### src/rtl/enc_defines.sv
// Shared encoder definitions used by the deblocking neighbour-buffer controller.
package enc_defines;

    localparam int         DB_NB_WORD_W = 28;
    localparam int         DB_NB_ADDR_W = 9;
    localparam logic [6:0] DB_MB_X_MAX  = 7'd119;

    typedef enum logic [2:0] {
        NB_IDLE,
        NB_RD,
        NB_RDW,
        NB_WR,
        NB_DONE
    } nb_state_e;

    // A macroblock column is legal when it lies inside the 120-MB-wide frame.
    function automatic logic mb_x_legal(input logic [6:0] mb_x);
        return (mb_x <= DB_MB_X_MAX);
    endfunction

endpackage

### src/rtl/db_nb_buf_ctrl.sv
// Deblocking upper-neighbour buffer controller: for each MB, fetches the four
// bottom-row 4x4 info words of the MB above from a single-port line RAM, then
// overwrites the same four RAM words with the current MB's bottom row.
module db_nb_buf_ctrl
    import enc_defines::*;
#(
    parameter int WORD_W = DB_NB_WORD_W,
    parameter int ADDR_W = DB_NB_ADDR_W
) (
    input  logic                  clk,
    input  logic                  rst_n,
    input  logic                  start_i,
    input  logic [6:0]            mb_x_i,
    input  logic [6:0]            mb_y_i,
    input  logic [4*WORD_W-1:0]   cur_info_i,
    output logic [4*WORD_W-1:0]   top_info_o,
    output logic                  top_avail_o,
    output logic                  done_o,
    output logic                  err_o,
    output logic                  busy_o,
    output logic                  ram_cen_o,
    output logic                  ram_wen_o,
    output logic                  ram_oen_o,
    output logic [ADDR_W-1:0]     ram_addr_o,
    output logic [WORD_W-1:0]     ram_data_o,
    input  logic [WORD_W-1:0]     ram_data_i
);

    nb_state_e                 state_q, state_d;
    logic [1:0]                cnt_q, cnt_d;
    logic [6:0]                mb_x_q;
    logic [6:0]                mb_y_q;
    logic [3:0][WORD_W-1:0]    cur_q;
    logic [3:0][WORD_W-1:0]    top_q;
    logic                      avail_q;
    logic                      done_q;
    logic                      err_q;

    logic                      accept;
    logic                      reject;
    logic                      cap_en;
    logic [1:0]                cap_idx;
    logic [ADDR_W-1:0]         base_addr;

    // Four consecutive words per MB column: base = mb_x * 4.
    assign base_addr   = ADDR_W'({mb_x_q, 2'b00});

    assign top_info_o  = top_q;
    assign top_avail_o = avail_q;
    assign done_o      = done_q;
    assign err_o       = err_q;
    assign busy_o      = (state_q != NB_IDLE);

    // Next-state, word counter, RAM strobes and read-capture control.
    always_comb begin
        state_d    = state_q;
        cnt_d      = cnt_q;
        accept     = 1'b0;
        reject     = 1'b0;
        cap_en     = 1'b0;
        cap_idx    = cnt_q - 2'd1;
        ram_cen_o  = 1'b1;
        ram_wen_o  = 1'b1;
        ram_oen_o  = 1'b1;
        ram_addr_o = '0;
        ram_data_o = '0;

        case (state_q)
            NB_IDLE: begin
                if (start_i) begin
                    if (mb_x_legal(mb_x_i)) begin
                        accept  = 1'b1;
                        cnt_d   = 2'd0;
                        state_d = (mb_y_i != 7'd0) ? NB_RD : NB_WR;
                    end else begin
                        reject  = 1'b1;
                    end
                end
            end
            NB_RD: begin
                ram_cen_o  = 1'b0;
                ram_oen_o  = 1'b0;
                ram_addr_o = base_addr + ADDR_W'(cnt_q);
                // Read data lags the address by one cycle, so word cnt-1 lands now.
                cap_en     = (cnt_q != 2'd0);
                cnt_d      = cnt_q + 2'd1;
                if (cnt_q == 2'd3) begin
                    state_d = NB_RDW;
                end
            end
            NB_RDW: begin
                // Drain cycle: the RAM is deselected but its output still
                // presents the last read word.
                ram_oen_o = 1'b0;
                cap_en    = 1'b1;
                cap_idx   = 2'd3;
                cnt_d     = 2'd0;
                state_d   = NB_WR;
            end
            NB_WR: begin
                ram_cen_o  = 1'b0;
                ram_wen_o  = 1'b0;
                ram_addr_o = base_addr + ADDR_W'(cnt_q);
                ram_data_o = cur_q[cnt_q];
                cnt_d      = cnt_q + 2'd1;
                if (cnt_q == 2'd3) begin
                    state_d = NB_DONE;
                end
            end
            NB_DONE: begin
                state_d = NB_IDLE;
            end
            default: begin
                state_d = NB_IDLE;
                cnt_d   = 2'd0;
            end
        endcase
    end

    // State register and word counter.
    always_ff @(posedge clk or negedge rst_n) begin
        if (!rst_n) begin
            state_q <= NB_IDLE;
            cnt_q   <= 2'd0;
        end else begin
            state_q <= state_d;
            cnt_q   <= cnt_d;
        end
    end

    // Latch the accepted request's position and bottom-row info.
    always_ff @(posedge clk or negedge rst_n) begin
        if (!rst_n) begin
            mb_x_q <= '0;
            mb_y_q <= '0;
            cur_q  <= '0;
        end else if (accept) begin
            mb_x_q <= mb_x_i;
            mb_y_q <= mb_y_i;
            cur_q  <= cur_info_i;
        end
    end

    // Upper-neighbour result: cleared on a new request, filled from RAM reads,
    // flagged available once a top-row-less MB is ruled out.
    always_ff @(posedge clk or negedge rst_n) begin
        if (!rst_n) begin
            top_q   <= '0;
            avail_q <= 1'b0;
        end else if (accept) begin
            top_q   <= '0;
            avail_q <= 1'b0;
        end else begin
            if (cap_en) begin
                top_q[cap_idx] <= ram_data_i;
            end
            if ((state_d == NB_DONE) && (mb_y_q != 7'd0)) begin
                avail_q <= 1'b1;
            end
        end
    end

    // Registered completion and rejection pulses.
    always_ff @(posedge clk or negedge rst_n) begin
        if (!rst_n) begin
            done_q <= 1'b0;
            err_q  <= 1'b0;
        end else begin
            done_q <= (state_d == NB_DONE);
            err_q  <= reject;
        end
    end

endmodule

### config.mk
export PLATFORM = sky130hd
export DESIGN_NAME = db_nb_buf_ctrl
export DESIGN_NICKNAME = d
export VERILOG_FILES = /design/src/rtl/enc_defines.sv /design/src/rtl/db_nb_buf_ctrl.sv
export SDC_FILE = /design/constraint.sdc
export NUM_CORES = 1
export LEC_CHECK = 0
export ABC_AREA = 1
export CAP_MARGIN = 10
export CORE_ASPECT_RATIO = 0.7
export CORE_MARGIN = 2
export CORE_UTILIZATION = 40
export DETAILED_ROUTE_END_ITERATION = 8
export PLACE_DENSITY_LB_ADDON = 0.08
export SYNTH_ARGS = -nofsm -noshare
export SYNTH_HDL_FRONTEND = slang
export SYNTH_SLANG_ARGS = --single-unit
### constraint.sdc
create_clock -name clk -period 3 [get_ports clk]
set_input_delay 0.75 -clock clk [delete_from_list [all_inputs] [get_ports clk]]
set_output_delay 0.75 -clock clk [all_outputs]
set_load 0.01 [all_outputs]
Word level (Yosys, flattened, before mapping). Index checks and enable logic that the tools add are counted.

Flip-flop bits (word level): 246. Word-level logic and storage cells: 74. Output and inout bits: 156. Input port bits: 157.

Order comparisons: 4. Add/sub/neg operators: 3. Reduce and logical (&&, ||, !) cells: 12. Muxes and demuxes: 31. Bitwise logic cells: 1. Equal/unequal tests: 8.

Operator list (number): 112-bit 2-to-1 mux (2); 112-bit bitwise mux (1); 28-bit 2-to-1 mux (3); 28-bit binary-select mux with 2-bit select (1); 28-bit demux with 2-bit select (1); 7-bit nonzero test (2); 3-bit 2-to-1 mux (4); 3-bit case mux with 4 select lines (1); 1-bit 2-to-1 mux (11); 9-bit by 2-bit adder with 9-bit output (1); 9-bit 2-to-1 mux (1); 2-bit 2-to-1 mux (4); 7-bit <= comparator (second input constant) (1); 3-bit by 2-bit == test with 1-bit output (second input constant) (2); 3-bit == test (second input constant) (2); 2-bit by 3-bit less-than comparator with 1-bit output (second input constant) (2); 2-bit case mux with 3 select lines (1); 2-bit nonzero test (3); 2-bit inequality test (second input constant) (2); 2-bit OR reduction (2); 3-bit by 1-bit == test with 1-bit output (second input constant) (1); 3-bit logical NOT (1); 3-bit AND reduction (1); 3-bit nonzero test (1); 7 further kinds (8).

Longest topological paths before layout.
Depth after elaboration: 9. Gate-level depth with buffers: 10. Mapped depth without buffers: 8.

Worst setup path before layout. OpenSTA, ideal clock, no wires.

Path type: flip-flop to output port. Start point: register cnt_q[0]. End point: output port ram_data_o[0]. Setup slack: 0.988 ns. Required time: 2.250 ns. Arrival time: 1.262 ns. Path buffers: 2. Cell stages (with the launch flop): 6. Cell sequence: dfrtp_1 buf_2 buf_1 a21oi_1 o21ai_0 a21oi_1.

Longest elaborated chain between the ends: 3.

Ends and longest elaborated chain: start: declaration (RTL line db_nb_buf_ctrl.sv:30) `logic [1:0] cnt_q, cnt_d;`; start signal: assignment (RTL line db_nb_buf_ctrl.sv:127) `cnt_q <= cnt_d;`; 28-bit binary-select mux with 2-bit select (RTL line db_nb_buf_ctrl.sv:104) `ram_data_o = cur_q[cnt_q];`; 28-bit 2-to-1 mux (implied by the code) (RTL line db_nb_buf_ctrl.sv:104); 28-bit 2-to-1 mux (RTL line db_nb_buf_ctrl.sv:68) `case (state_q)`; end: declaration (RTL line db_nb_buf_ctrl.sv:25) `output logic [WORD_W-1:0] ram_data_o,`.

No other way between the ends. The select of a mux whose other input is x is not followed.

Worst setup path in the final report.
Start point: register state_q[0]. End point: output port ram_addr_o[2].

Longest elaborated chain between the ends: 3.

Ends and longest elaborated chain: start: declaration (RTL line db_nb_buf_ctrl.sv:29) `nb_state_e state_q, state_d;`; start signal: assignment (RTL line db_nb_buf_ctrl.sv:126) `state_q <= state_d;`; 3-bit by 2-bit == test with 1-bit output / 3-bit by 1-bit == test with 1-bit output (equally long branches) (RTL line db_nb_buf_ctrl.sv:68); 2-bit OR reduction (no line) (*); 9-bit 2-to-1 mux (*); end: declaration (RTL line db_nb_buf_ctrl.sv:24) `output logic [ADDR_W-1:0] ram_addr_o,`.

Every way passes the cells marked *; elsewhere a longest branch is shown, timed or not.

==> results.toml <==
[status]
status = "finished clean"

[final_layout]
stdcell_count = 1933
final_cell_mix = "471 x nand2_1, 283 x clkdlybuf4s50_1, 245 x dfrtp_1"
drive_gt1_share_pct = 6.57
fillers = 2462
final_common_cell = "nand2_1"
layout.nets = 1709
final_area_sq_um = 15300
multi_input_area_sq_um = 3890
regArea_sq_um = 6160
syn_to_final_growth_pct = 40.0

[yosys]
synth_warnings = 0
netlist_area_sq_um = 10900
synth_top_family_by_area = "simple AND/OR/NAND/NOR gates"
yosysSeqAreaShare_pct = 56.3
yosys.cell_types.count = 29
synthMuxAreaShare_pct = 0
synth-compound-area-share_pct = 10.1
syn_avg_cell_area_sq_um = 8.62
synth-seq-cells = 246
synth_nets = 1428
synthSimpleGateAreaFrac_pct = 25.0
synthAdderAreaFrac_pct = 0.229
synth_xor_area_share_pct = 0
synthCells = 1269

[floorplan]
io_pins = 313
rows = 50
coreArea_sq_um = 26800
initial_utilization_pct = 40.8
die-area_sq_um = 28700
dieWidth_um = 202
fp.dieH_um = 142

[route]
drc = 0
routedWlPerCell_um = 17.9
met1Wirelength_mm = 16.7
ant_nets = 0
wl_met2_mm = 14.9
dr_wl_met3_mm = 2.28
first_iter_violations = 741
drt_first_pass_iters = 5
highest_layer = "met4"
viasPerCell = 5.05
drt-total-wl_mm = 34.6
vias = 9761

[power_and_ir_drop]
p_per_area_nw_per_um2 = 1050
power_mw = 16.1
p_leak_nw = 7.60
irDropWorstVdd_mv = 0.597

[cts]
clkSinkCount = 246
clock_latency_ns = 0.53
cts_tree = "done"
numCtsBuffers = 26
cts_htree_levels = 1
root_buffer = "clkbuf_16"
clock_path_buffers = 3
clk_pin_slew_ns = 0.06

[timing]
relSlewSlack_pct = 58.5
setup_violations = 0
tightest_slew_ns = 0.621
fin_crit_ns = 2.90
setup-tns-final_ns = 0
fmax_mhz = 345
finClkSkew_ns = 0.00839
hold_violations = 0
holdWs_ns = 0.178
maxSlewViolCount = 0
fin_crit_sh_pct = 96.7

[placement]
place_area_sq_um = 14300
portBuffers = 312
dp.final_hpwl_mm = 23.0
dpl.cell_count = 1883
gp_congestion = 0.837

[grt]
antenna_found_initial = 2
grt_pass1_wl_mm = 54.2
grt-ovfl-total = 0
grt_max_degree = 107
grt_pass1_vias = 9587
grt.total_usage_pct = 23.9

[critical_path]
crit_buf_inv = 4
crit_chain = "inv_1, nor2_4, clkinvlp_4, buf_12, nor2_1, clkdlybuf4s50_1"
max_stage_delay_ns = 0.55
crit_fanout = 10
cp-startpoint = "state_q[0]"
critPathRequiredTime_ns = 2.25
worstPathArrival_ns = 2.15
endpoint_kind = "output port"
worst_path_max_delay_cell = "clkdlybuf4s50_1"
worstReg2RegStart = "cnt_q[0]"
start_kind = "register"
critical_path_class = "register to output port"
cpLargestDelayFamily = "buffers and inverters"

[worst_hold_path]
holdCritPathClass = "primary input to async pin"

[job]
maxCapViolCount = 0
[state kept, by name (all words and copies together) (netlist names)]
signal	flops
cur_q	112
top_info_o	112
mb_x_q	7
mb_y_q	7
state_q	3
cnt_q	2
done_o	1
err_o	1
top_avail_o	1
[worst paths after layout]
check / depth (start not counted) / slack, ns / end
setup / recovery: 6 / 0.1 / ram_addr_o[2]
hold / removal: 1 / 0.18 / cur_q[69]
setup reg to reg: 9 / 0.83 / top_info_o[76]
hold reg to reg: 2 / 0.47 / cur_q[13]
max in group asynchronous: 2 / 2.07 / top_info_o[46]
min in group clk: 2 / 0.47 / cur_q[13]
[stage by stage]
stage,setup slack [ns],utilization [%]
after floorplan,0.988,-
after global placement,0.398,53.3
after detailed placement,0.340,53.3
after CTS,0.0000948,56.8
after global routing,-0.00178,57.2
final,0.0996,57.2
[synthesized netlist by cell type]
library cell,n,area share (%)
nand3_4,1,0.16
o21ai_1,19,0.87
nor3_1,3,0.14
dfrtp_1,246,56
clkbuf_1,19,0.65
nand2_1,471,16
nand2_2,4,0.23
o22ai_1,1,0.057
o21ai_0,108,4.9
a21oi_4,1,0.15
nand4_1,113,6.5
inv_1,80,2.7
buf_4,20,1.4
nor2_4,2,0.21
o21ai_2,1,0.080
a21oi_1,86,3.9
nor2_2,3,0.17
nor4_1,1,0.057
nand3_2,2,0.18
nor2_1,16,0.55
ha_1,2,0.23
buf_6,18,1.9
nor3_2,1,0.092
nand2_4,3,0.31
nand3_1,6,0.27
buf_2,29,1.3
buf_1,5,0.17
inv_2,7,0.24
o211ai_1,1,0.069
[final cells by class]
class | count | area share, %
diodes | 2 | 0.0327
clock buffers | 35 | 4.94
clock inverters | 10 | 1.18
inverters | 87 | 2.17
multi-input cells | 845 | 25.4
flip-flops and latches | 246 | 40.2
well taps | 364 | 2.97
repair buffers | 344 | 23.1
[repair_timing]
item / in CTS / in global routing
hold buffers: 0 / 0
resized for setup: 14 / 21
buffers inserted: 1 / 2
setup endpoints to repair: 30 / 20
pin swaps: 0 / 1
[power breakdown]
part / total [mW] / internal [mW] / switching, mW / leakage (nW)
combinational: 7.29 / 2.84 / 4.45 / 4.01
clock: 3.53 / 2.19 / 1.34 / 0.455
sequential: 5.28 / 4.68 / 0.608 / 3.14
total: 16.1 / 9.70 / 6.40 / 7.60
[cells by family (layout without fill, tap and decap cells)]
logic type | Yosys count | count (layout)
AO/OA/AOI/OAI | 217 | 217
buffers and inverters | 178 | 476
other | 0 | 2
adder cells (fa/ha/maj) | 2 | 2
flip-flops | 246 | 246
AND/OR/NAND/NOR | 626 | 626
[per-layer routing]
| layer | global-route usage (%) | vias to the layer above |
|---|---|---|
| li1 | - | 4707 |
| met1 | 36.1 | 4689 |
| met2 | 35.1 | 322 |
| met3 | 5.04 | 43 |
| met4 | 5.50 | 0 |
| met5 | 0 | - |
No activity file was read; power rests on OpenSTA's default activity.
